<file path="src/rtl/lsu_stbuf_q.sv">
// Committed-store buffer feeding the DCCM/PIC port. Retired stores are held in age order.
// The oldest entry is offered as the write request, and the buffer also supplies byte-wise store-to-load forwarding.
module lsu_stbuf_q #(
    parameter int DEPTH  = 4,
    parameter int ADDR_W = 16,
    parameter int DATA_W = 32,
    parameter int ECC_W  = 7
) (
    input  logic                clk,
    input  logic                rst_l,

    input  logic                enq_vld,
    input  logic [ADDR_W-1:0]   enq_addr,
    input  logic [DATA_W-1:0]   enq_data,
    input  logic [ECC_W-1:0]    enq_ecc,
    input  logic [DATA_W/8-1:0] enq_byteen,
    input  logic                enq_pic,

    output logic                stbuf_reqvld_any,
    output logic [ADDR_W-1:0]   stbuf_addr_any,
    output logic [DATA_W-1:0]   stbuf_data_any,
    output logic [ECC_W-1:0]    stbuf_ecc_any,
    output logic                stbuf_addr_in_pic_any,
    input  logic                lsu_stbuf_commit_any,

    input  logic                ld_fwd_vld,
    input  logic [ADDR_W-1:0]   ld_fwd_addr,
    output logic [DATA_W/8-1:0] stbuf_fwdbyteen_lo_dc3,
    output logic [DATA_W-1:0]   stbuf_fwddata_lo_dc3,

    output logic                stbuf_full,
    output logic                stbuf_empty,
    output logic                stbuf_ovf_err
);

    localparam int PW = $clog2(DEPTH);
    localparam int NB = DATA_W / 8;
    localparam logic [PW:0] CNT_FULL = (PW+1)'(DEPTH);

    logic [PW-1:0]     rd_ptr;
    logic [PW-1:0]     wr_ptr;
    logic [PW:0]       count;
    logic [DEPTH-1:0]  valid_q;

    logic [ADDR_W-1:0] addr_q   [DEPTH];
    logic [DATA_W-1:0] data_q   [DEPTH];
    logic [ECC_W-1:0]  ecc_q    [DEPTH];
    logic [NB-1:0]     byteen_q [DEPTH];
    logic              pic_q    [DEPTH];

    logic              do_enq;
    logic              do_deq;
    logic [NB-1:0]     fwd_mask_d;
    logic [DATA_W-1:0] fwd_data_d;
    logic              ld_addr_unused;

    // Full/empty come from count alone; equal pointers mean either state.
    assign stbuf_empty      = (count == '0);
    assign stbuf_full       = (count == CNT_FULL);
    assign stbuf_reqvld_any = ~stbuf_empty;

    assign do_enq = enq_vld & ~stbuf_full;
    assign do_deq = lsu_stbuf_commit_any & ~stbuf_empty;

    assign stbuf_addr_any        = stbuf_empty ? '0   : addr_q[rd_ptr];
    assign stbuf_data_any        = stbuf_empty ? '0   : data_q[rd_ptr];
    assign stbuf_ecc_any         = stbuf_empty ? '0   : ecc_q[rd_ptr];
    assign stbuf_addr_in_pic_any = stbuf_empty ? 1'b0 : pic_q[rd_ptr];

    // Forwarding only looks at the word address.
    assign ld_addr_unused = ^ld_fwd_addr[1:0];

    function automatic logic [PW-1:0] age_idx(input logic [PW-1:0] base, input int off);
        logic [PW-1:0] step;
        step = off[PW-1:0];
        return base + step;
    endfunction

    // Walk the entries oldest to youngest so younger matches overwrite older ones.
    // An entry enqueued this cycle is not yet valid, so it is never seen here.
    always_comb begin
        fwd_mask_d = '0;
        fwd_data_d = '0;
        if (ld_fwd_vld) begin
            for (int i = 0; i < DEPTH; i++) begin
                for (int b = 0; b < NB; b++) begin
                    if (valid_q[age_idx(rd_ptr, i)] &&
                        (addr_q[age_idx(rd_ptr, i)][ADDR_W-1:2] == ld_fwd_addr[ADDR_W-1:2]) &&
                        byteen_q[age_idx(rd_ptr, i)][b]) begin
                        fwd_mask_d[b]          = 1'b1;
                        fwd_data_d[b*8 +: 8]   = data_q[age_idx(rd_ptr, i)][b*8 +: 8];
                    end
                end
            end
        end
    end

    always_ff @(posedge clk or negedge rst_l) begin
        if (!rst_l) begin
            rd_ptr        <= '0;
            wr_ptr        <= '0;
            count         <= '0;
            valid_q       <= '0;
            stbuf_ovf_err <= 1'b0;
        end else begin
            if (do_deq) begin
                valid_q[rd_ptr] <= 1'b0;
                rd_ptr          <= rd_ptr + PW'(1);
            end
            if (do_enq) begin
                valid_q[wr_ptr] <= 1'b1;
                wr_ptr          <= wr_ptr + PW'(1);
            end
            case ({do_enq, do_deq})
                2'b10:   count <= count + (PW+1)'(1);
                2'b01:   count <= count - (PW+1)'(1);
                default: count <= count;
            endcase
            if (enq_vld && stbuf_full) begin
                stbuf_ovf_err <= 1'b1;
            end
        end
    end

    // Payload needs no reset: head outputs are gated by empty and lookups by valid.
    always_ff @(posedge clk) begin
        if (do_enq) begin
            addr_q[wr_ptr]   <= enq_addr;
            data_q[wr_ptr]   <= enq_data;
            ecc_q[wr_ptr]    <= enq_ecc;
            byteen_q[wr_ptr] <= enq_byteen;
            pic_q[wr_ptr]    <= enq_pic;
        end
    end

    always_ff @(posedge clk or negedge rst_l) begin
        if (!rst_l) begin
            stbuf_fwdbyteen_lo_dc3 <= '0;
            stbuf_fwddata_lo_dc3   <= '0;
        end else begin
            stbuf_fwdbyteen_lo_dc3 <= fwd_mask_d;
            stbuf_fwddata_lo_dc3   <= fwd_data_d;
        end
    end

endmodule

</file>
<file path="config.mk">
export PLATFORM = sky130hd
export DESIGN_NAME = lsu_stbuf_q
export DESIGN_NICKNAME = d
export VERILOG_FILES = /design/src/rtl/lsu_stbuf_q.sv
export SDC_FILE = /design/constraint.sdc
export NUM_CORES = 1
export LEC_CHECK = 0
export BUFFER_PORTS_ARGS = -buffer_cell sky130_fd_sc_hd__buf_2
export CELL_PAD_IN_SITES_DETAIL_PLACEMENT = 1
export CELL_PAD_IN_SITES_GLOBAL_PLACEMENT = 1
export CORE_MARGIN = 2
export CORE_UTILIZATION = 55
export CTS_CLUSTER_DIAMETER = 40
export CTS_CLUSTER_SIZE = 14
export DETAILED_ROUTE_END_ITERATION = 8
export GPL_ROUTABILITY_DRIVEN = 0
export PLACE_DENSITY_LB_ADDON = 0.1
export SYNTH_ARGS = -nofsm -noshare
export SYNTH_HDL_FRONTEND = slang
export SYNTH_SLANG_ARGS = --single-unit
</file>
<file path="constraint.sdc">
create_clock -name clk -period 10.9 [get_ports clk]
set_input_delay 0 -clock clk [delete_from_list [all_inputs] [get_ports clk]]
set_output_delay 0 -clock clk [all_outputs]
set_load 0.05 [all_outputs]
</file>
==> out/qor.yml <==
critPathLaunchType: "flip-flop"
grt_pass1_wl_um: 73000
dp_hpwl_um: 27200
cts_resized: 0
path_clk_slew_ps: 60
cts.sinks: 288
netlist.area_leader.share_pct: 42.0
vias: 11500
dpl_worst_slack_ps: 4900
insertion_delay_ps: 560
first_pass_iters: 5
p_leak_uw: 0.00725
diodes: 0
synth.top_cells.by_area: "edfxtp_1 42%, mux4_2 16%, mux4_4 8.3%"
status: "finished, final reports clean"
endpoint: "stbuf_fwddata_lo_dc3[19]$_DFF_PN0_"
synth-edff-count: 240
synth_nets: 1162
die_w_um: 181
route.detailed.drc: 0
period_minus_slack_ps: 6060
drive_above_1_share_pct: 36.5
fp.dieH_um: 181
ys.flop_type: "edfxtp_1"
ys_ff_latch: 288
fin_skew_ps: 16.0
cellPowerDensity_nw_per_um2: 323
syn-instance-count: 1071
ys_types: 69
syn_to_final_growth_pct: 19.1
final_cell_mix: "240 x edfxtp_1, 174 x buf_2, 123 x mux4_2, 67 x a211oi_1, 63 x dlygate4sd3_1"
hold_viol: 0
path_class: "flip-flop to flip-flop"
via_per_inst: 6.76
rows: 64
setup.worst_path.start: "rd_ptr[0]$_DFFE_PN0P_"
clock.fmax_mhz: 165
final_common_cell: "edfxtp_1"
relSlewSlack_pct: 16.7
port_buffers: 174
yosysWarnings: 0
vdd_drop_max_v: 0.000258
htree_levels: 2
required_ps: 11310
drtIter0Drc: 772
post_drt_wl_per_cell_um: 27.3
rsz0062_at_grt: "false"
setup_ws_ps: 4840
routed_wl_um: 46600
ff2ff_setup_slack_ps: 4840
cts_buffer_depth: 3
cp_max_fo: 54
grt_pass1_vias: 12600
async_reset_ff_share_pct: 16.7
cts_tree: "built"
pin_count: 177
ys_seq_area_share_pct: 49.0
core_um2: 30700
grt_max_degree: 116
syn_area_um2: 17200
grt_usage_pct: 28.9
arrival_ps: 6460
fin_total_pwr_uw: 6610
tightest_slew_ps: 1240
syn_area_per_cell_um2: 16.0
setup_tns_ps: 0
maxCapViolations: 0
start_util_pct: 56.0
yosys.area.top_type: "edfxtp_1"
reg2reg_depth: 10
setup_viol_count_final: 0
fin_nets: 1361
ant_nets: 0
antenna_found_initial: 0
hold_path_class: "input port to flip-flop"
fin_crit_sh_pct: 55.6
cp-end-kind: "flip-flop"
r2r-end: "stbuf_fwddata_lo_dc3[19]$_DFF_PN0_"
overflow: 0
slew_violations: 0
r2r-start: "rd_ptr[0]$_DFFE_PN0P_"
clock-root-buffer: "clkbuf_16"
cts_buffers: 49
die_area_um2: 32600
-- per-layer routing --
metal  track usage [%]  wire length, µm  vias to the layer above  share of wire, %
li1                  -                -                     4865                 -
met4              9.97             1270                        0               2.7
met3              4.71             2950                      113               6.3
met2              50.8            24300                      516                52
met5                 0                0                        -                 0
met1              36.4            18000                     6045                39
-- cell families after synthesis --
group,share of synthesized area (%)
adders and majority gates,0.772
and+or+nand+nor,8.48
buffers and inverters,3.67
xor gates and xnor gates,3.32
DFF,49.0
AOI/OAI and AO/OA,6.81
muxes,28.0
-- flip-flops by register name (all words and copies together), names as in the netlist --
register	count
byteen_q	16
stbuf_ovf_err	1
wr_ptr	2
pic_q	4
stbuf_fwddata_lo_dc3	32
count	3
addr_q	64
stbuf_fwdbyteen_lo_dc3	4
rd_ptr	2
data_q	128
valid_q	4
ecc_q	28
-- power by group --
part           total, µW  internal [µW]  switching, µW
combinational       3340           1460           1880
sequential          1650           1430            220
clock               1620           1030            588
-- metrics by stage --
| stage | utilization (%) | instances | hold slack, ps | cell area, µm² |
|---|---|---|---|---|
| after floorplan | - | 1071 | -296 | 17200 |
| after global placement | 58.9 | 1552 | 211 | 18100 |
| after detailed placement | 58.9 | 1552 | 217 | 18100 |
| after CTS | 66.7 | 1707 | 67.3 | 20400 |
| after global routing | 66.7 | 1707 | 120 | 20400 |
| final | 66.7 | 1707 | 113 | 20400 |
-- synthesized netlist by cell type, types with 8 or more instances --
| cell type | number |
|---|---|
| o21ai_0 | 38 |
| xor2_1 | 29 |
| inv_1 | 13 |
| and4_1 | 8 |
| buf_6 | 10 |
| a211oi_1 | 67 |
| buf_4 | 22 |
| xnor2_1 | 36 |
| nand2_1 | 21 |
| ha_1 | 9 |
| nor3b_4 | 8 |
| and3_1 | 9 |
| nand3b_1 | 32 |
| edfxtp_1 | 240 |
| nor3b_1 | 31 |
| mux4_4 | 57 |
| buf_2 | 34 |
| and2_1 | 57 |
| dfrtp_1 | 48 |
| mux2i_1 | 43 |
| clkbuf_1 | 25 |
| mux4_2 | 123 |
-- repair_timing --
item / 4_1_cts / 5_1_grt
buffers inserted: 0 / 0
endpoints found under the hold margin: 292 / 0
hold buffers: 63 / 0
-- critical path, cell delays in order (launching register included) --
cell and delay (ps):
dfrtp_4 1020, inv_1 220, ha_4 760, buf_4 710, mux4_1 410, xnor2_1 230, nand3_1 190, nor4_2 1080
nand4_1 680, o21ai_0 420, a211oi_1 130
-- cell type report --
| type | count | area [µm²] |
|---|---|---|
| clock buffers | 52 | 1240 |
| well taps | 396 | 495 |
| flip-flops and latches | 288 | 8420 |
| multi-input cells | 671 | 8160 |
| clock inverters | 40 | 497 |
| inverters | 13 | 48.8 |
| repair buffers | 247 | 1590 |
| fillers | 2737 | 10200 |
-- how the worst min path moves through the flow --
stage | startpoint | to | slack [ps] | depth (start not counted)
2_1_floorplan | rst_l | count[0]$_DFFE_PN0P_ | -300 | 0
3_3_place_gp | enq_data[5] | data_q[0][5]$_DFFE_PP_ | 210 | 1
3_5_place_dp | enq_ecc[2] | ecc_q[3][2]$_DFFE_PP_ | 220 | 1
4_1_cts | ld_fwd_vld | stbuf_fwdbyteen_lo_dc3[0]$_DFF_PN0_ | 70 | 2
5_1_grt | ld_fwd_vld | stbuf_fwdbyteen_lo_dc3[0]$_DFF_PN0_ | 120 | 2
6_report | ld_fwd_vld | stbuf_fwdbyteen_lo_dc3[0]$_DFF_PN0_ | 110 | 2
Note: power is estimated with default switching activity, not from simulation.
